## config.mk

```make
export PLATFORM = sky130hd
export DESIGN_NAME = elevator_scheduler
export DESIGN_NICKNAME = d
export VERILOG_FILES = /design/src/rtl/elevator_scheduler.sv
export SDC_FILE = /design/constraint.sdc
export NUM_CORES = 1
export LEC_CHECK = 0
export BUFFER_PORTS_ARGS = -buffer_cell sky130_fd_sc_hd__buf_2
export CAP_MARGIN = 10
export CORE_MARGIN = 3
export CORE_UTILIZATION = 45
export DETAILED_ROUTE_END_ITERATION = 16
export PLACE_DENSITY = 0.72
export SLEW_MARGIN = 20
export SYNTH_ARGS = -nofsm -noshare
export SYNTH_HDL_FRONTEND = slang
export SYNTH_SLANG_ARGS = --single-unit
```

## constraint.sdc

```tcl
create_clock -name i_clock -period 2.09 [get_ports i_clock]
set_input_delay 0 -clock i_clock [delete_from_list [all_inputs] [get_ports i_clock]]
set_output_delay 0 -clock i_clock [all_outputs]
set_load 0.1 [all_outputs]
```

## src/rtl/elevator_scheduler.sv

```systemverilog
// SCAN-style collective scheduler for a single elevator car: latches floor calls,
// picks the next target in the travel direction and sequences move / stop / door phases.
module elevator_scheduler #(
  parameter int FLOORS      = 16,
  parameter int DOOR_CYCLES = 8
) (
  input  logic              i_clock,
  input  logic              i_reset,
  input  logic [FLOORS-1:0] i_call_req,
  input  logic [3:0]        i_current_floor,
  input  logic              i_at_floor,
  input  logic              i_calc_en,
  input  logic              i_calc_up_down,
  output logic [3:0]        o_target_floor,
  output logic              o_motor_en,
  output logic              o_motor_dir,
  output logic              o_door_open,
  output logic [FLOORS-1:0] o_pending,
  output logic              o_busy
);

  localparam int CW = (DOOR_CYCLES > 2) ? $clog2(DOOR_CYCLES) : 1;
  localparam logic [CW-1:0]     DOOR_LOAD = CW'(DOOR_CYCLES - 1);
  localparam logic [FLOORS-1:0] ONE_HOT0  = FLOORS'(1);

  typedef enum logic [1:0] {S_IDLE, S_MOVE, S_DOOR} state_t;

  state_t            r_state, w_next;
  logic [FLOORS-1:0] r_pending, w_clear;
  logic [3:0]        r_target, w_target_nxt;
  logic              r_dir, w_dir_nxt;
  logic              r_door_open;
  logic [CW-1:0]     r_door_cnt, w_cnt_nxt;
  logic              w_up_hit, w_dn_hit;
  logic [3:0]        w_up_floor, w_dn_floor;
  logic              w_in_range, w_here, w_recall;

  assign w_in_range = int'(i_current_floor) < FLOORS;
  assign w_here     = w_in_range && r_pending[i_current_floor];
  assign w_recall   = w_in_range && i_call_req[i_current_floor];

  // Nearest pending floor strictly above and strictly below the car.
  always_comb begin
    w_up_hit   = 1'b0;
    w_up_floor = '0;
    w_dn_hit   = 1'b0;
    w_dn_floor = '0;
    for (int i = FLOORS - 1; i >= 0; i--) begin
      if (r_pending[i] && (i > int'(i_current_floor))) begin
        w_up_hit   = 1'b1;
        w_up_floor = 4'(i);
      end
    end
    for (int i = 0; i < FLOORS; i++) begin
      if (r_pending[i] && (i < int'(i_current_floor))) begin
        w_dn_hit   = 1'b1;
        w_dn_floor = 4'(i);
      end
    end
  end

  always_comb begin
    w_target_nxt = r_target;
    w_dir_nxt    = r_dir;
    if (r_dir) begin
      if (w_up_hit) begin
        w_target_nxt = w_up_floor;
      end else if (w_dn_hit) begin
        w_target_nxt = w_dn_floor;
        w_dir_nxt    = 1'b0;
      end
    end else begin
      if (w_dn_hit) begin
        w_target_nxt = w_dn_floor;
      end else if (w_up_hit) begin
        w_target_nxt = w_up_floor;
        w_dir_nxt    = 1'b1;
      end
    end
  end

  always_comb begin
    w_next    = r_state;
    w_cnt_nxt = r_door_cnt;
    case (r_state)
      S_IDLE: begin
        if (w_here && i_at_floor) begin
          w_next    = S_DOOR;
          w_cnt_nxt = DOOR_LOAD;
        end else if (|r_pending) begin
          w_next = S_MOVE;
        end
      end
      S_MOVE: begin
        if (w_here && i_at_floor) begin
          w_next    = S_DOOR;
          w_cnt_nxt = DOOR_LOAD;
        end else if (!i_calc_en) begin
          w_next = S_IDLE;
        end
      end
      S_DOOR: begin
        if (w_recall) begin
          w_cnt_nxt = DOOR_LOAD;
        end else if (r_door_cnt == '0) begin
          w_next = S_IDLE;
        end else begin
          w_cnt_nxt = r_door_cnt - 1'b1;
        end
      end
      default: w_next = S_IDLE;
    endcase
  end

  // Calls for the floor being served are absorbed while the door is (or becomes) open.
  assign w_clear = ((w_next == S_DOOR) && w_in_range) ? (ONE_HOT0 << i_current_floor) : '0;

  always_ff @(posedge i_clock) begin
    if (i_reset) begin
      r_state     <= S_IDLE;
      r_pending   <= '0;
      r_target    <= '0;
      r_dir       <= 1'b1;
      r_door_open <= 1'b0;
      r_door_cnt  <= '0;
    end else begin
      r_state     <= w_next;
      r_pending   <= (r_pending | i_call_req) & ~w_clear;
      r_door_open <= (w_next == S_DOOR);
      r_door_cnt  <= w_cnt_nxt;
      if (r_state != S_DOOR) begin
        r_target <= w_target_nxt;
        r_dir    <= w_dir_nxt;
      end
    end
  end

  assign o_target_floor = r_target;
  assign o_motor_en     = (r_state == S_MOVE) && i_calc_en;
  assign o_motor_dir    = (r_state == S_MOVE) && i_calc_up_down;
  assign o_door_open    = r_door_open;
  assign o_pending      = r_pending;
  assign o_busy         = (r_state != S_IDLE) || (|r_pending);

endmodule

```

# [After elaboration in Yosys (flattened, before gate mapping)]
# Index checks and enable logic that the tools add are counted.
[totals] regBits=27 input_bits=25 output_inout_bits=24 wordCells=176
[op_classes] add_sub_neg=1 n_lt_le_gt_ge=31 n_eq_ne=6 shifts=1 n_mux=85 bitwise_logic=3 n_reduce_logical=43
[op_table] operator="$mux W4" n=33
[op_table] operator="$mux W1" n=38
[op_table] operator="$logic_and A1 B1 Y1" n=33
[op_table] operator="$gt A4 B4 Y1 const A" n=8
[op_table] operator="$lt A4 B4 Y1 const A" n=7
[op_table] operator="$and A16 B16 Y16" n=1
[op_table] operator="$gt A3 B4 Y1 const A" n=4
[op_table] operator="$lt A3 B4 Y1 const A" n=4
[op_table] operator="$mux W16" n=1
[op_table] operator="$not A16 Y16" n=1
[op_table] operator="$or A16 B16 Y16" n=1
[op_table] operator="$reduce_or A16 Y1" n=1
[op_table] operator="$shl A1 B4 Y16 const A" n=1
[op_table] operator="$mux W2" n=6
[op_table] operator="$mux W3" n=3
[op_table] operator="$bmux W1 S4" n=2
[op_table] operator="$gt A2 B4 Y1 const A" n=2
[op_table] operator="$lt A1 B4 Y1 const A" n=2
[op_table] operator="$lt A2 B4 Y1 const A" n=2
[op_table] operator="$pmux W2 S3" n=1
[op_table] operator="$pmux W3 S2" n=1
[op_table] operator="$reduce_bool A2 Y1" n=3
[op_table] operator="$lt A4 B5 Y1 const B" n=1
[op_table] operator="$eq A2 B2 Y1 const B" n=2
[op_table] operator="other kinds (12)" n=12

# [Depth between registers and ports, before layout]
[depth] ltp_word=20 ltp_mapped=12 depth_no_buf=8

# [Worst setup path after synthesis]
# Ideal clock, no wire load.
[synth_path] path_type="reg-to-reg" startpoint="register r_pending[7], in the netlist o_pending[7]" endpoint="register r_target[0], in the netlist o_target_floor[0]" setup_time_ns=0.096 arrival_ns=2.524 t_required_ns=1.994 slack_ns=-0.530 path_stages_with_launch=8 n_path_buf=0 period_less_slack_ns=2.620 cell_sequence="dfxtp_1 > inv_1 > maj3_2 > a211oi_1 > a21oi_1 > a221o_1 > and4_1 > o41ai_2"
[synth_between] elab_chain_cells=12 elab_cells_between_ends=39 classes_between="mux: 35; reduce/logical: 4"
[synth_lines] element="from (decl)" line="29" rtl="logic [FLOORS-1:0] r_pending, w_clear;"
[synth_lines] element="from (signal assigned)" line="128" rtl="r_pending <= (r_pending | i_call_req) & ~w_clear;"
[synth_lines] element="$logic_and A1 B1 Y1" line="55" rtl="if (r_pending[i] && (i < int'(i_current_floor))) begin"
[synth_lines] element="$mux W4 (8 in series)" line="55"
[synth_lines] element="$mux W4" line="68" rtl="end else if (w_dn_hit) begin"
[synth_lines] element="$mux W4" line="66" rtl="if (w_up_hit) begin"
[synth_lines] element="$mux W4" line="65" rtl="if (r_dir) begin"
[synth_lines] element="to (signal assigned)" line="132" rtl="r_target <= w_target_nxt;"
[synth_lines] element="to (decl)" line="30" rtl="logic [3:0] r_target, w_target_nxt;"
# Parallel ways exist; a longest one is shown, timed or not. The select of a mux whose other input is x is not followed.
# A chain may end at the register's enable or synchronous reset.

# [Worst setup path after layout]
[layout_path] startpoint="register r_pending[12], in the netlist o_pending[12]" endpoint="register r_target[2], in the netlist o_target_floor[2]"
[layout_between] elab_chain_cells=16 elab_cells_between_ends=39 classes_between="mux: 35; reduce/logical: 4"
[layout_lines] element="$logic_and A1 B1 Y1" line="49" rtl="if (r_pending[i] && (i > int'(i_current_floor))) begin"
[layout_lines] element="$mux W4 (12 in series)" line="49"
[layout_lines] element="$mux W4" line="75" rtl="end else if (w_up_hit) begin"
[layout_lines] element="$mux W4" line="73" rtl="if (w_dn_hit) begin"
[layout_lines] element="$mux W4" line="65"
# Parallel ways exist; a longest one is shown, timed or not. The select of a mux whose other input is x is not followed.

==> impl_metrics.yaml <==
critical_path:
  required_ns: 2.25
  r2r_slack_ns: -0.01
  arrival_ns: 2.26
  critPathTopFamily: "compound AO/OA/AOI/OAI gates"
  cp_slowest_cell: "dfxtp_4"
  timing.critical_path.buf_inv: 1
  cp_max_fo: 6
  ff2ff_path_depth: 9
  worstReg2RegStart: "o_pending[12]"
  reg2reg_to: "o_target_floor[2]"
  critical_path_class: "reg2reg"
  worstPathCellList: "buf_12, a311o_1, a221oi_2, nand4_1, nand3b_4, nor2b_4, a21oi_2, mux2i_1, o31ai_1"
  worstSetupEndpointType: "register"
  slowest_delay_ns: 0.37
  startpoint_type: "register"
floorplanning:
  die_h_um: 79.2
  num_rows: 26
  dieArea_um2: 6270
  initial_core_util_pct: 46.9
  coreArea_um2: 5140
  die_w_um: 79.2
  io_pins: 49
clock_tree:
  cts_tree: "done"
  clock_path_buffers: 2
  clk-insertion-delay-late_ns: 0.29
  clk_pin_slew_ns: 0.10
  cts_root_buffer: "clkbuf_8"
  cts_buffers: 3
  htree_levels: 1
  cts_sinks: 27
route:
  drc: 0
  ant_nets: 0
  wire_per_inst_um: 17.6
  drt_iter0_drc: 234
  vias_per_cell: 6.07
  detail_route.wirelength_um: 7750
  drtPass1Iterations: 4
  num_vias: 2663
grt:
  antenna_found_initial: 0
  grt_overflow_total: 0
  grt_use_total_pct: 25.2
  use_met1_pct: 33.2
  grt_max_degree: 35
  grt_pass1_wl_um: 12700
  busiest_layer: "met2"
  grt_use_met2_pct: 39.8
  grt_pass1_vias: 2626
  global_route.usage.met3_pct: 4.31
final_layout:
  drive_gt1_share_pct: 45.0
  finalNonFillerCells: 439
  fin_util_pct: 62.4
  syn_to_final_growth_pct: 33.1
  antenna_cells: 0
  nets: 397
sta:
  slew_viol_final: 0
  setup_viol: 3
  holdWs_ns: -0.00576
  worstMarginPinSlew_ns: 0.662
  min_period_over_period_pct: 101
  period_needed_ns: 2.10
  worst_slack_ns: -0.0126
  finalClockSkew_ns: 0.00942
  max_slew_margin_pct: 55.9
  setup-tns-final_ns: -0.0231
  fmax_mhz: 476
  grt_setup_unrepaired: "true"
  hold_viol: 1
logic_synthesis:
  ys.flop_type: "dfxtp_1"
  ys_ff_latch: 27
  synthesis.area_um2: 2410
  ys_seq_area_share_pct: 22.4
  synth_edf_count: 0
  synth.avg_cell_area_um2: 8.25
  synth.distinct_cells: 65
  synthArstFlopShare_pct: 0
  syn_nets: 319
  syn_inst: 292
  yosysWarnings: 0
power:
  max-vdd-ir-drop_v: 0.000402
  p_leak_nw: 1.37
  power.density_nw_per_um2: 613
place:
  placed_cells: 425
  dp_hpwl_um: 5780
  port_buffers: 48
  gp_congestion: 0.948
  place_ws_ns: -0.0832
run_status:
  violations: "negative hold slack, negative setup slack"
  status: "finished with violations"
min_path:
  hold_path_end: "o_pending[12]"
  hold_path.class: "in2reg"
  hp-start: "i_call_req[12]"
  hold_depth: 3
run:
  drv_cap: 0
[logic make-up (layout without fill, tap and decap cells)]
family                   Yosys count  after routing  share of synthesized area [%]
AO/OA/AOI/OAI                    101            101                           32.3
adder cells (fa/ha/maj)            3              3                           1.51
buffers and inverters             38            115                           7.89
flip-flops                        27             27                           22.4
multiplexers                      13             13                           11.2
AND/OR/NAND/NOR                  110            110                           24.6
[layer usage]
layer | up-vias | share of wire, % | routed length [um]
li1 | 1259 | - | -
met1 | 1244 | 42 | 3260
met2 | 127 | 46 | 3580
met3 | 33 | 7.4 | 577
met4 | 0 | 4.4 | 338
met5 | - | 0 | 0
[placed cells by master, fill, tap and decap left out, types with 6 or more instances in the layout]
cell / count
buf_4: 48
buf_2: 47
nor2_1: 29
nand2_1: 20
a21oi_1: 14
o21ai_0: 13
a211oi_2: 12
nor2b_1: 11
nand3_1: 11
dfxtp_1: 11
dfxtp_4: 9
mux4_2: 8
inv_1: 7
dfxtp_2: 7
o22ai_1: 6
[power by group]
group          switching [mW]  leakage [nW]  internal [mW]
logic                   0.657          1.11          0.359
clock network           0.181        0.0260          0.137
registers              0.0624         0.231          0.570
total                   0.901          1.37           1.07
[per-stage QoR]
stage	power, mW	instance area (um^2)
4_1_cts	1.92	3120
2_1_floorplan	1.38	2540
3_3_place_gp	1.59	3020
3_5_place_dp	1.61	3020
6_report	1.97	3210
5_1_grt	2.06	3210
[Yosys cell counts, types with 4 or more instances]
library cell  count  area, um^2
a211oi_1          9        67.6
a211oi_2          8         100
a21o_1            4        30.0
a21oi_1          16        80.1
a31oi_1           5        31.3
and2_1            5        31.3
buf_2            11        55.1
clkbuf_1         13        48.8
dfxtp_1          27         541
inv_1             7        26.3
mux4_1            4         105
mux4_2            6         135
nand2_1          20        75.1
nand2b_1          5        31.3
nand3_1          11        55.1
nand3b_1          4        30.0
nor2_1           30         113
nor2b_1          13        81.3
nor3_1            4        20.0
o21ai_0          15        75.1
o22a_1            4        35.0
o22ai_1           6        37.5
[layout make-up]
cell class,count,area (um^2)
Clock inverter,1,6.26
Fill cell,467,1930
Timing Repair Buffer,103,708
Multi-Input combinational cell,227,1750
Sequential cell,27,583
Inverter,8,30.0
Clock buffer,3,41.3
Tap cell,70,87.6
[what timing repair did]
action / 4_1_cts / 5_1_grt
pin swaps: 1 / 6
setup endpoints to repair: 1 / 16
hold buffers: 3 / 0
gates resized for setup: 1 / 15
hold endpoints to repair: 3 / 0
buffers inserted: 2 / 5
[worst register-to-register path: stages, from the launching register on]
cell and delay [ns]:
dfxtp_4 0.37, buf_12 0.13, a311o_1 0.27, a221oi_2 0.24, nand4_1 0.17, nand3b_4 0.22, nor2b_4 0.16, a21oi_2 0.12
mux2i_1 0.22, o31ai_1 0.08
[state kept, by name (all words and copies together), names as in the netlist]
register	count
o_pending	16
r_door_cnt	3
r_state	2
o_target_floor	4
r_dir	1
o_door_open	1
[worst max-delay path by stage]
stage / startpoint / end / slack, ns / cells after the start
finish: o_pending[12] / o_target_floor[2] / -0.01 / 9
floorplan: o_pending[11] / o_pending[10] / -0.04 / 7
global route: o_pending[12] / o_target_floor[2] / -0.12 / 9
global placement: i_current_floor[0] / r_door_cnt[2] / -0.01 / 8
detailed placement: i_current_floor[0] / o_pending[10] / -0.08 / 7
CTS: o_pending[2] / r_dir / 0.0006 / 8
(Power assumes the default switching activity.)
